File: config.mk
export PLATFORM = sky130hd
export DESIGN_NAME = board_event_detector
export DESIGN_NICKNAME = d
export VERILOG_FILES = /design/src/rtl/board_event_detector.sv
export SDC_FILE = /design/constraint.sdc
export NUM_CORES = 1
export LEC_CHECK = 0
export ABC_AREA = 1
export CAP_MARGIN = 20
export CORE_ASPECT_RATIO = 0.7
export CORE_MARGIN = 1.5
export CORE_UTILIZATION = 60
export CTS_CLUSTER_DIAMETER = 100
export DETAILED_ROUTE_END_ITERATION = 8
export DONT_BUFFER_PORTS = 1
export PLACE_DENSITY = 0.76
export RECOVER_POWER = 50
export REMOVE_ABC_BUFFERS = 1
export SYNTH_ARGS = -nofsm -noshare
export SYNTH_HDL_FRONTEND = slang
export SYNTH_SLANG_ARGS = --single-unit
File: constraint.sdc
create_clock -name clk -period 9.6 [get_ports clk]
set_clock_uncertainty 0.1 [all_clocks]
set_input_delay 0.96 -clock clk [delete_from_list [all_inputs] [get_ports clk]]
set_output_delay 0.96 -clock clk [all_outputs]
set_load 0.01 [all_outputs]
File: src/rtl/board_event_detector.sv
// board_event_detector: debounces each scanned 8x8 occupancy frame and queues
// lift/place events, one per accepted square change, in ascending square order.
module board_event_detector #(
    parameter int DEBOUNCE_FRAMES = 3,
    parameter int FIFO_DEPTH      = 4
) (
    input  logic        clk,
    input  logic        rst_n,
    input  logic [63:0] sensor_state,
    input  logic        frame_tick,
    input  logic        clr_drop,
    input  logic        ev_ready,
    output logic        ev_valid,
    output logic [6:0]  ev_data,
    output logic [63:0] board_state,
    output logic        busy,
    output logic        frame_drop
);
    localparam int AW = $clog2(FIFO_DEPTH);
    localparam logic [1:0] DMAX = 2'(DEBOUNCE_FRAMES - 1);
    localparam logic [AW:0] FULL = (AW + 1)'(FIFO_DEPTH);

    typedef enum logic {IDLE, SCAN} state_t;

    state_t                       state_q, state_d;
    logic [63:0]                  prev_q, prev_d;
    logic [63:0]                  acc_q, acc_d;
    logic [63:0]                  stable_q, stable_d;
    logic [63:0][1:0]             cnt_q, cnt_d, nc;
    logic [5:0]                   idx_q, idx_d;
    logic                         frame_drop_q, frame_drop_d;
    logic [FIFO_DEPTH-1:0][6:0]   mem_q, mem_d;
    logic [AW-1:0]                wr_q, wr_d, rd_q, rd_d;
    logic [AW:0]                  count_q, count_d;
    logic                         diff, full, push, pop;

    assign diff = acc_q[idx_q] ^ stable_q[idx_q];
    // Full uses the registered count, so a same-cycle pop never frees a slot.
    assign full = count_q == FULL;
    assign push = (state_q == SCAN) && diff && !full;
    assign pop  = ev_valid && ev_ready;

    always_comb begin
        for (int i = 0; i < 64; i++)
            nc[i] = (sensor_state[i] == prev_q[i]) ? ((cnt_q[i] == DMAX) ? DMAX : cnt_q[i] + 2'd1) : 2'd0;
    end

    always_comb begin
        state_d      = state_q;
        prev_d       = prev_q;
        cnt_d        = cnt_q;
        acc_d        = acc_q;
        stable_d     = stable_q;
        idx_d        = idx_q;
        frame_drop_d = frame_drop_q & ~clr_drop;
        if (state_q == IDLE) begin
            if (frame_tick) begin
                prev_d  = sensor_state;
                cnt_d   = nc;
                for (int i = 0; i < 64; i++)
                    acc_d[i] = (nc[i] == DMAX) ? sensor_state[i] : stable_q[i];
                idx_d   = 6'd0;
                state_d = SCAN;
            end
        end else begin
            if (frame_tick)
                frame_drop_d = 1'b1;
            if (push)
                stable_d[idx_q] = acc_q[idx_q];
            if (!diff || !full) begin
                idx_d   = idx_q + 6'd1;
                state_d = (idx_q == 6'd63) ? IDLE : SCAN;
            end
        end
    end

    always_comb begin
        mem_d = mem_q;
        if (push)
            mem_d[wr_q] = {acc_q[idx_q], idx_q};
        wr_d    = wr_q + AW'(push);
        rd_d    = rd_q + AW'(pop);
        count_d = count_q + (AW + 1)'(push) - (AW + 1)'(pop);
    end

    always_ff @(posedge clk or negedge rst_n) begin
        if (!rst_n) begin
            state_q      <= IDLE;
            prev_q       <= '0;
            cnt_q        <= '0;
            acc_q        <= '0;
            stable_q     <= '0;
            idx_q        <= '0;
            frame_drop_q <= 1'b0;
            mem_q        <= '0;
            wr_q         <= '0;
            rd_q         <= '0;
            count_q      <= '0;
        end else begin
            state_q      <= state_d;
            prev_q       <= prev_d;
            cnt_q        <= cnt_d;
            acc_q        <= acc_d;
            stable_q     <= stable_d;
            idx_q        <= idx_d;
            frame_drop_q <= frame_drop_d;
            mem_q        <= mem_d;
            wr_q         <= wr_d;
            rd_q         <= rd_d;
            count_q      <= count_d;
        end
    end

    assign ev_valid    = count_q != '0;
    assign ev_data     = mem_q[rd_q];
    assign board_state = stable_q;
    assign busy        = state_q == SCAN;
    assign frame_drop  = frame_drop_q;
endmodule
# == Word-level counts from Yosys, hierarchy flattened ==
# Index checks and enable logic that the tools add are counted.
# Widths: inputs -> output; s select.
# word_totals
regBits,363
latch_bits,0
mem_bits_rw,0
mem_bits_ro,0
in_bits,69
word_cells,576
memories,0
# classes
addsub,69
mul,0
n_div,0
order_cmp,5
eq_ne,195
n_shift,0
muxes,213
bitwise_logic,4
reduce_logical,13
# ops
op,n
$eq 2x2->1 const B,128
$mux 2,128
$add 2x1->2 const B,64
$mux 1,73
$bwmux 64,1
$eq 1x1->1,64
$bwmux 28,1
$mux 6,3
$bmux 7 s2,1
$demux 7 s2,1
$mux 7,2
$bmux 1 s6,2
$lt 6x7->1 const B,1
$add 6x1->6 const B,1
$demux 1 s6,1
$eq 6x6->1 const B,1
$ge 6x1->1 const B,1
$lt 2x3->1 const B,2
$reduce_and 2->1,3
$logic_and 1x1->1,5
$add 2x1->2,2
$add 3x1->3,1
$eq 3x3->1 const B,1
$reduce_bool 3->1,1
other kinds (9),11

# == Longest topological paths before layout ==
# Gate-level depths: netlist (run 1).
# depth
depth_word,7
depth_mapped,26
mapped_depth_nobuf,21

# == Least setup slack after synthesis (run 1) ==
# Ideal clock, no wire load.
# synth_timing
path_type,register to register
start,register idx_q[0]
end,register count_q[2]
t_arrival_ps,2996
required_ps,9378
setup_slack_ps,6383
path_stages_with_launch,22
synth_period_minus_slack_ps,3217
path_cell_list,dfrtp_1 -> buf_4 -> buf_2 -> buf_2 -> or2_0 -> nand3_1 -> nand2_1 -> o21ai_1 -> nand2_1 -> inv_1 -> nand2_1 -> nor2_1 -> nand2_4 -> buf_6 -> and2_1 -> nand2_1 -> ha_1 -> inv_1 -> ha_1 -> inv_1 -> fa_1 -> xor2_1
# synth_via
elab_chain_cells,7
# synth_rtl
element,line_no,rtl
"start, declared",30,"logic [5:0] idx_q, idx_d;"
"start signal, assigned",105,idx_q <= idx_d;
$bmux 1 s6,37,assign diff = acc_q[idx_q] ^ stable_q[idx_q];
$mux 1 (not written as such),37,
$xor 1x1->1 (*),37,
$logic_and 1x1->1 (*) (2 in series),40,assign push = (state_q == SCAN) && diff && !full;
$add 3x1->3 (*),83,count_d = count_q + (AW + 1)'(push) - (AW + 1)'(pop);
$sub 3x1->3 (*),83,
named net count_d[2],34,"logic [AW:0] count_q, count_d;"
"end signal, assigned",110,count_q <= count_d;
"end, declared",34,
# Mark *: on every way through the listed nets, which the timed path passes. The rest lies on a longest branch. The select of a mux whose other input is x is not followed.
# A chain may end at the register's enable or synchronous reset.

# == Final worst setup path (run 1) ==
# layout_timing
start,register state_q (netlist: busy)
end,register acc_q[36]
# layout_via
elab_chain_cells,2
# layout_rtl
element,line_no,rtl
"start, declared",25,"state_t state_q, state_d;"
"start signal, assigned",100,state_q <= state_d;
$not 1->1 (no line),-,
$reduce_and 2->1 (no line),-,
"end signal, assigned",91,acc_q <= '0;
"end signal, assigned",103,acc_q <= acc_d;
"end, declared",27,"logic [63:0] acc_q, acc_d;"
# Every way passes these cells.

==> results of run 1 <==
## layout make-up
cell class              instances  area, um^2
multi-input cells            1661        8610
well taps                     420         526
clock buffers                  51        1060
flip-flops and latches        363        9090
fillers                      2627       10900
inverters                     252         956
clock inverters                12         163
repair buffers                  9        63.8
## critical path, stage by stage (launching register included)
cell,delay [ns]
sky130_fd_sc_hd__dfrtp_1,0.59
sky130_fd_sc_hd__nor2_4,0.17
sky130_fd_sc_hd__clkbuf_1,2.08
sky130_fd_sc_hd__inv_8,0.93
sky130_fd_sc_hd__buf_4,0.75
sky130_fd_sc_hd__nand2_1,0.20
sky130_fd_sc_hd__o21ai_0,0.10
## cells in the mapped netlist (all sizes together), types with 2 or more instances
cell type  count
buf           50
clkbuf        67
clkinv         3
dfrtp        363
ha            69
inv          249
mux2           2
mux2i         58
nand2        798
nand3         84
nand4         69
nor2         170
nor3           2
o211ai         4
o21ai        313
o22ai         12
or2            6
xnor2         11
xor2          58
## sequential cells by signal, summed over array words and instances (netlist names)
register,flops
cnt_q,128
acc_q,64
board_state,64
prev_q,64
mem_q,28
idx_q,6
count_q,3
rd_q,2
wr_q,2
busy,1
frame_drop,1
## routing by layer
layer / vias up / share of wire, % / wire length [um]
met5: - / 0 / 0
li1: 7472 / - / -
met3: 78 / 8.9 / 4040
met4: 0 / 2.1 / 937
met2: 497 / 45 / 20400
met1: 7300 / 44 / 20200
## worst max path at each step
stage | startpoint | to | slack, ns | cells after the start
finish | busy$_DFF_PN0_ | acc_q[36]$_DFFE_PN0P_ | 4.35 | 6
global route | busy$_DFF_PN0_ | cnt_q[69]$_DFFE_PN0P_ | 3.77 | 6
CTS | idx_q[0]$_DFFE_PN0P_ | count_q[2]$_DFF_PN0_ | 5.15 | 20
detailed placement | idx_q[0]$_DFFE_PN0P_ | count_q[2]$_DFF_PN0_ | 5.28 | 20
global placement | idx_q[0]$_DFFE_PN0P_ | count_q[2]$_DFF_PN0_ | 5.33 | 20
floorplan | frame_tick | acc_q[28]$_DFFE_PN0P_ | -6.36 | 4
## power groups by stage
| stage | Sequential [uW] | Combinational, uW | Clock, uW |
|---|---|---|---|
| finish | 2400 | 2310 | 1470 |
| floorplan | 2320 | 1740 | 0 |
| CTS | 2390 | 2300 | 1500 |
| global route | 2460 | 2640 | 1560 |
| global placement | 2390 | 2150 | 0 |
| detailed placement | 2410 | 2280 | 0 |
## cells in the final DEF, fill, tap and decap left out, drive strengths merged, types with 2 or more instances in the layout
| master | n |
|---|---|
| nor3 | 2 |
| clkbuf | 52 |
| inv | 249 |
| xnor2 | 11 |
| mux2i | 58 |
| dfrtp | 363 |
| clkinv | 10 |
| mux2 | 2 |
| or2 | 6 |
| ha | 69 |
| buf | 8 |
| nand3 | 84 |
| nand2 | 798 |
| nand4 | 69 |
| nor2 | 170 |
| xor2 | 58 |
| o211ai | 4 |
| bufinv | 4 |
| o21ai | 313 |
| o22ai | 12 |
## per-stage QoR
| step | cells | setup slack (ns) | power, uW |
|---|---|---|---|
| 2_1_floorplan | 2276 | -6.36 | 4050 |
| 3_3_place_gp | 2705 | 5.33 | 4540 |
| 3_5_place_dp | 2705 | 5.28 | 4690 |
| 4_1_cts | 2768 | 5.15 | 6190 |
| 5_1_grt | 2768 | 3.77 | 6660 |
| 6_report | 2768 | 4.35 | 6190 |
## cells by family after synthesis
logic type,after synthesis,synth area share [%]
and+or+nand+nor,1131,25.1
AOI/OAI and AO/OA,331,8.76
adders and majority gates,70,4.59
buffers and inverters,369,8.05
DFF,363,47.2
muxes,60,3.14
xor gates and xnor gates,69,3.14
==> results_dict.tcl, run 1 <==
set metrics [dict create \
    outcome "complete, but fails checks" \
    failed_checks "capacitance limit, slew limit" \
    grt_antenna_before_repair 0 \
    worst_ir_drop_vdd_mv 0.214 \
    synth-edff-count 0 \
    met3_usage_pct 6.67 \
    drt_first_iter_violations 1491 \
    maxSlewHeadroom_pct -97.6 \
    nets 2462 \
    synth.yosys.seq_area_share_pct 47.2 \
    netlist.area_leader.share_pct 47.2 \
    regToRegEndpoint "acc_q[36]$_DFFE_PN0P_" \
    gr-usage-met1_pct 39.2 \
    timing.critical_path.fanout_max 202 \
    worstHoldPathType "in2async" \
    postCtsResizedCells 0 \
    switchingPower_uw 2540 \
    postLayoutCoreUtil_pct 65.3 \
    insertedDiodeCount 0 \
    worst_ep_required_time_ns 9.86 \
    placement.io_buffers 0 \
    postPlaceCellArea_um2 19300 \
    max_cap_viol_count 1 \
    grt_pass1_wl_um 75300 \
    min_tclk_post_route_ns 5.25 \
    hold_buffers 0 \
    report.final.slew_viol_count 63 \
    crit_type "reg2reg" \
    avg_synthesized_cell_area_um2 8.03 \
    dp_hpwl_um 29000 \
    r2r.worst_path.cells 6 \
    critical_path.reg2reg.startpoint "busy$_DFF_PN0_" \
    drt_wl_total_um 45500 \
    rd_place_congestion 0.868 \
    grt_setup_unrepaired "no" \
    startpoint_type "register" \
    max_slew.worst_pin.slew_ns 2.96 \
    synthTopCellsByArea "sky130_fd_sc_hd__dfrtp_1 (47%), sky130_fd_sc_hd__nand2_1 (16%), sky130_fd_sc_hd__o21ai_0 (5.5%)" \
    comb_power_share_pct 37.4 \
    grt_start_max_net_pins 364 \
    num_vias 15347 \
    register_share_of_total_power_pct 38.8 \
    detailedRoute.firstPassIterationCount 6 \
    yosys.area.top_type "sky130_fd_sc_hd__dfrtp_1" \
    overflow 0 \
    clock_sinks 363 \
    power_per_cell_area_nw_per_um2 302 \
    p_clk_share_pct 23.8 \
    areaGrowthSynthToFinish_pct 6.46 \
    clkSlewWorstSetupHoldPaths_ns 0.06 \
    boundaryPins 143 \
    wire_per_inst_um 16.4 \
    synthDistinctLibCells 35 \
    r2r_setup_slack_ns 4.35 \
    initial_utilization_pct 61.3 \
    fp.dieH_um 153 \
    async_reset_ff_share_pct 100 \
    cts_root_buf "sky130_fd_sc_hd__clkbuf_16" \
    number_of_global_route_vias_before_repair 14842 \
    final.period_utilization_pct 54.7 \
    placementRows 54 \
    timing.final.hold_violations 0 \
    fmax_achieved_ghz 0.190 \
    synth_seq_cells 363 \
    cts_inserted_buffers 36 \
    total_leakage_power_uw 0.00972 \
    met2_usage_in_global_routing_pct 43.0 \
    synth_area_um2 19200 \
    die_x_um 217 \
    detail_route.drc_violations 0 \
    sum_neg_setup_slack_ns 0 \
    grt_busiest_layer "met2" \
    floorplan.die_area_um2 33100 \
    synth_top_flop_cell "sky130_fd_sc_hd__dfrtp_1" \
    holdWs_ns 0.0342 \
    core_region_area_um2 31400 \
    critPathArrivalTime_ns 5.52 \
    number_of_post_cts_setup_repair_buffers 0 \
    cellInternalPower_uw 3640 \
    post_route_cells_drive_above_1_share_pct 5.28 \
    tritoncts "built" \
    grt_util_all_layers_pct 27.8 \
    synth_warnings 0 \
    cts.path.max_buffers 3 \
    clk-insertion-delay-late_ns 0.53 \
    timing.final.setup_violations 0 \
    drt-vias-per-instance 5.54 \
    setup.worst_path.end_class "register" \
    power.switching_fraction_pct 41.1 \
    postRouteAntennaNets 0 \
    synth_cells 2393 \
    finalInstanceArea_um2 20500 \
    h-tree-depth 2 \
]
Power figures use the tool's default switching activity.
==> inputs of run 2 (changes only) <==
==> constraint.sdc (replaced) <==
create_clock -name clk -period 5 [get_ports clk]
set_clock_uncertainty 0.1 [all_clocks]
set_input_delay 0.5 -clock clk [delete_from_list [all_inputs] [get_ports clk]]
set_output_delay 0.5 -clock clk [all_outputs]
set_load 0.01 [all_outputs]
==> run 2 against run 1 <==
The flow finishes with violations (hold timing). Hold slack got worse by 0.48 ns. Sequential power rose by 90%. Critical path depth rose by 11. Cell area rose by 3.3%. Via count rose by 2.7%. Worst setup slack got worse by 3.4 ns. Register-to-register slack got worse by 3.4 ns. Routed wire length rose by 2.8%. Sequential share of layout area fell by 1.4 points. Global-route usage rose by 0.77 points. Count of clock-buffer cells in the layout rose by 7. Largest cell class unchanged. Largest power group is now combinational logic.
==> results_dict.tcl, run 2 (synthesized netlist as in run 1, its figures left out) <==
set metrics [dict create \
    final_common_cell "sky130_fd_sc_hd__nand2_1" \
    detail_route.drc_violations 0 \
    final.fill_count 2499 \
    nets 2528 \
    fp.dieH_um 153 \
    drt_first_iter_violations 1557 \
    clock_sinks 363 \
    crit_type "reg2reg" \
    rd_place_congestion 0.902 \
    timing.final.setup_violations 0 \
    layout.cells.most_common_list "sky130_fd_sc_hd__nand2_1 (796), sky130_fd_sc_hd__dfrtp_1 (362), sky130_fd_sc_hd__inv_1 (244), sky130_fd_sc_hd__o21ai_0 (213), sky130_fd_sc_hd__nor2_1 (168)" \
    drt-vias-per-instance 5.56 \
    worst_ir_drop_vdd_mv 0.409 \
    grt_start_max_net_pins 364 \
    placementRows 54 \
    crit_path_cell_trace "inv_4 -> nand2_1 -> nand2_1 -> nand2_1 -> nand2_1 -> nand2_1 -> nand2_1 -> nand2_1 -> nand2_1 -> inv_1 -> nand2_1 -> nor2_4 -> nand2_4 -> buf_4 -> nand4_2 -> nand2_1 -> o21ai_1" \
    grt_pass1_wl_um 77100 \
    largest_reg_flops 128 \
    wirelength_met1_um 20600 \
    timing.final.hold_violations 363 \
    holdWs_ns -0.442 \
    critical-path-slowest-cell "sky130_fd_sc_hd__buf_4" \
    post_route_cells_drive_above_1_share_pct 5.30 \
    h-tree-depth 2 \
    cts_root_buf "sky130_fd_sc_hd__clkbuf_16" \
    initial_utilization_pct 61.3 \
    number_of_global_route_vias_before_repair 15405 \
    outcome "complete, but fails checks" \
    tritoncts "built" \
    sum_neg_setup_slack_ns 0 \
    design_power_total_uw 11900 \
    grt_setup_unrepaired "no" \
    drt_wl_total_um 46800 \
    clk-insertion-delay-late_ns 0.54 \
    die_x_um 217 \
    overflow 0 \
    core_region_area_um2 31400 \
    insertedDiodeCount 0 \
    clkSlewWorstSetupHoldPaths_ns 0.06 \
    report.final.slew_viol_count 0 \
    route.met3.wl_um 3910 \
    path_common_cell "sky130_fd_sc_hd__nand2_1" \
    worstHoldPathType "in2async" \
    max_slew.worst_pin.slew_ns 1.17 \
    detailedRoute.firstPassIterationCount 5 \
    wire_per_inst_um 16.5 \
    min_tclk_post_route_ns 4.07 \
    grt_antenna_before_repair 0 \
    routed.top_layer "met4" \
    largest_register "cnt_q" \
    postCtsResizedCells 0 \
    postRouteAntennaNets 0 \
    worst_ep_required_time_ns 5.28 \
    worstPathBufferInverterCount 3 \
    setup.worst_path.end_class "register" \
    critPathMaxStageDelay_ns 0.68 \
    areaGrowthSynthToFinish_pct 9.95 \
    number_of_post_cts_setup_repair_buffers 0 \
    startpoint_type "register" \
    placement.io_buffers 0 \
    critPathArrivalTime_ns 4.35 \
    max_cap_viol_count 0 \
    floorplan.die_area_um2 33100 \
    maxSlewHeadroom_pct 22.2 \
    cts.path.max_buffers 3 \
    dp_hpwl_um 29800 \
    boundaryPins 143 \
    num_vias 15760 \
    grt_util_all_layers_pct 28.6 \
    r2r_setup_slack_ns 0.93 \
    hold_buffers 63 \
    total_leakage_power_uw 0.0100 \
    final.period_utilization_pct 81.3 \
    failed_checks "hold timing" \
    fmax_achieved_ghz 0.246 \
    cts_inserted_buffers 37 \
    routed-wl-met2_um 20900 \
    timing.critical_path.fanout_max 69 \
    power_per_cell_area_nw_per_um2 565 \
    worst_path_dominant_cell_family "simple AND/OR/NAND/NOR gates" \
]
==> run 2: final timing paths <==
kind | from | to | depth (start not counted)
max | idx_q[0]$_DFFE_PN0P_ | mem_q[0]$_DFFE_PN0P_ | 17
min | rst_n | cnt_q[18]$_DFFE_PN0P_ | 0
max reg2reg | idx_q[0]$_DFFE_PN0P_ | mem_q[0]$_DFFE_PN0P_ | 17
min reg2reg | cnt_q[113]$_DFFE_PN0P_ | cnt_q[113]$_DFFE_PN0P_ | 2
max in group asynchronous | rst_n | cnt_q[77]$_DFFE_PN0P_ | 0
min in group clk | sensor_state[15] | prev_q[15]$_DFFE_PN0P_ | 2
==> run 2: report_power, final <==
group / total, uW / switching [uW] / internal (uW)
registers: 4550 / 660 / 3890
logic: 4570 / 3090 / 1470
clock network: 2830 / 1180 / 1650
total: 11900 / 4930 / 7010
==> run 2: metrics by stage <==
step                      util, %  setup WS, ns  instance area (um^2)  instances
after floorplan                 -        -10.50                 18600       2276
after global placement       61.5          1.11                 19300       2707
after detailed placement     61.5          1.01                 19300       2707
after CTS                    67.5         0.975                 21100       2837
after global routing         67.4         0.641                 21100       2837
final                        67.4         0.934                 21100       2837
==> run 2: final cells by class <==
type | instances | area, um^2 | area share [%]
clock buffer | 58 | 1160 | 5.47
sequential | 363 | 9090 | 43.0
clock inverter | 9 | 80.1 | 0.379
multi-input combinational | 1661 | 8610 | 40.7
timing repair buffer | 74 | 726 | 3.43
tap | 420 | 526 | 2.49
inverter | 252 | 956 | 4.52
==> run 2: per-layer routing <==
| metal | global-route usage, % | vias up |
|---|---|---|
| met1 | 39.8 | 7484 |
| li1 | - | 7614 |
| met3 | 6.33 | 104 |
| met5 | 0 | - |
| met2 | 44.7 | 558 |
| met4 | 9.23 | 0 |
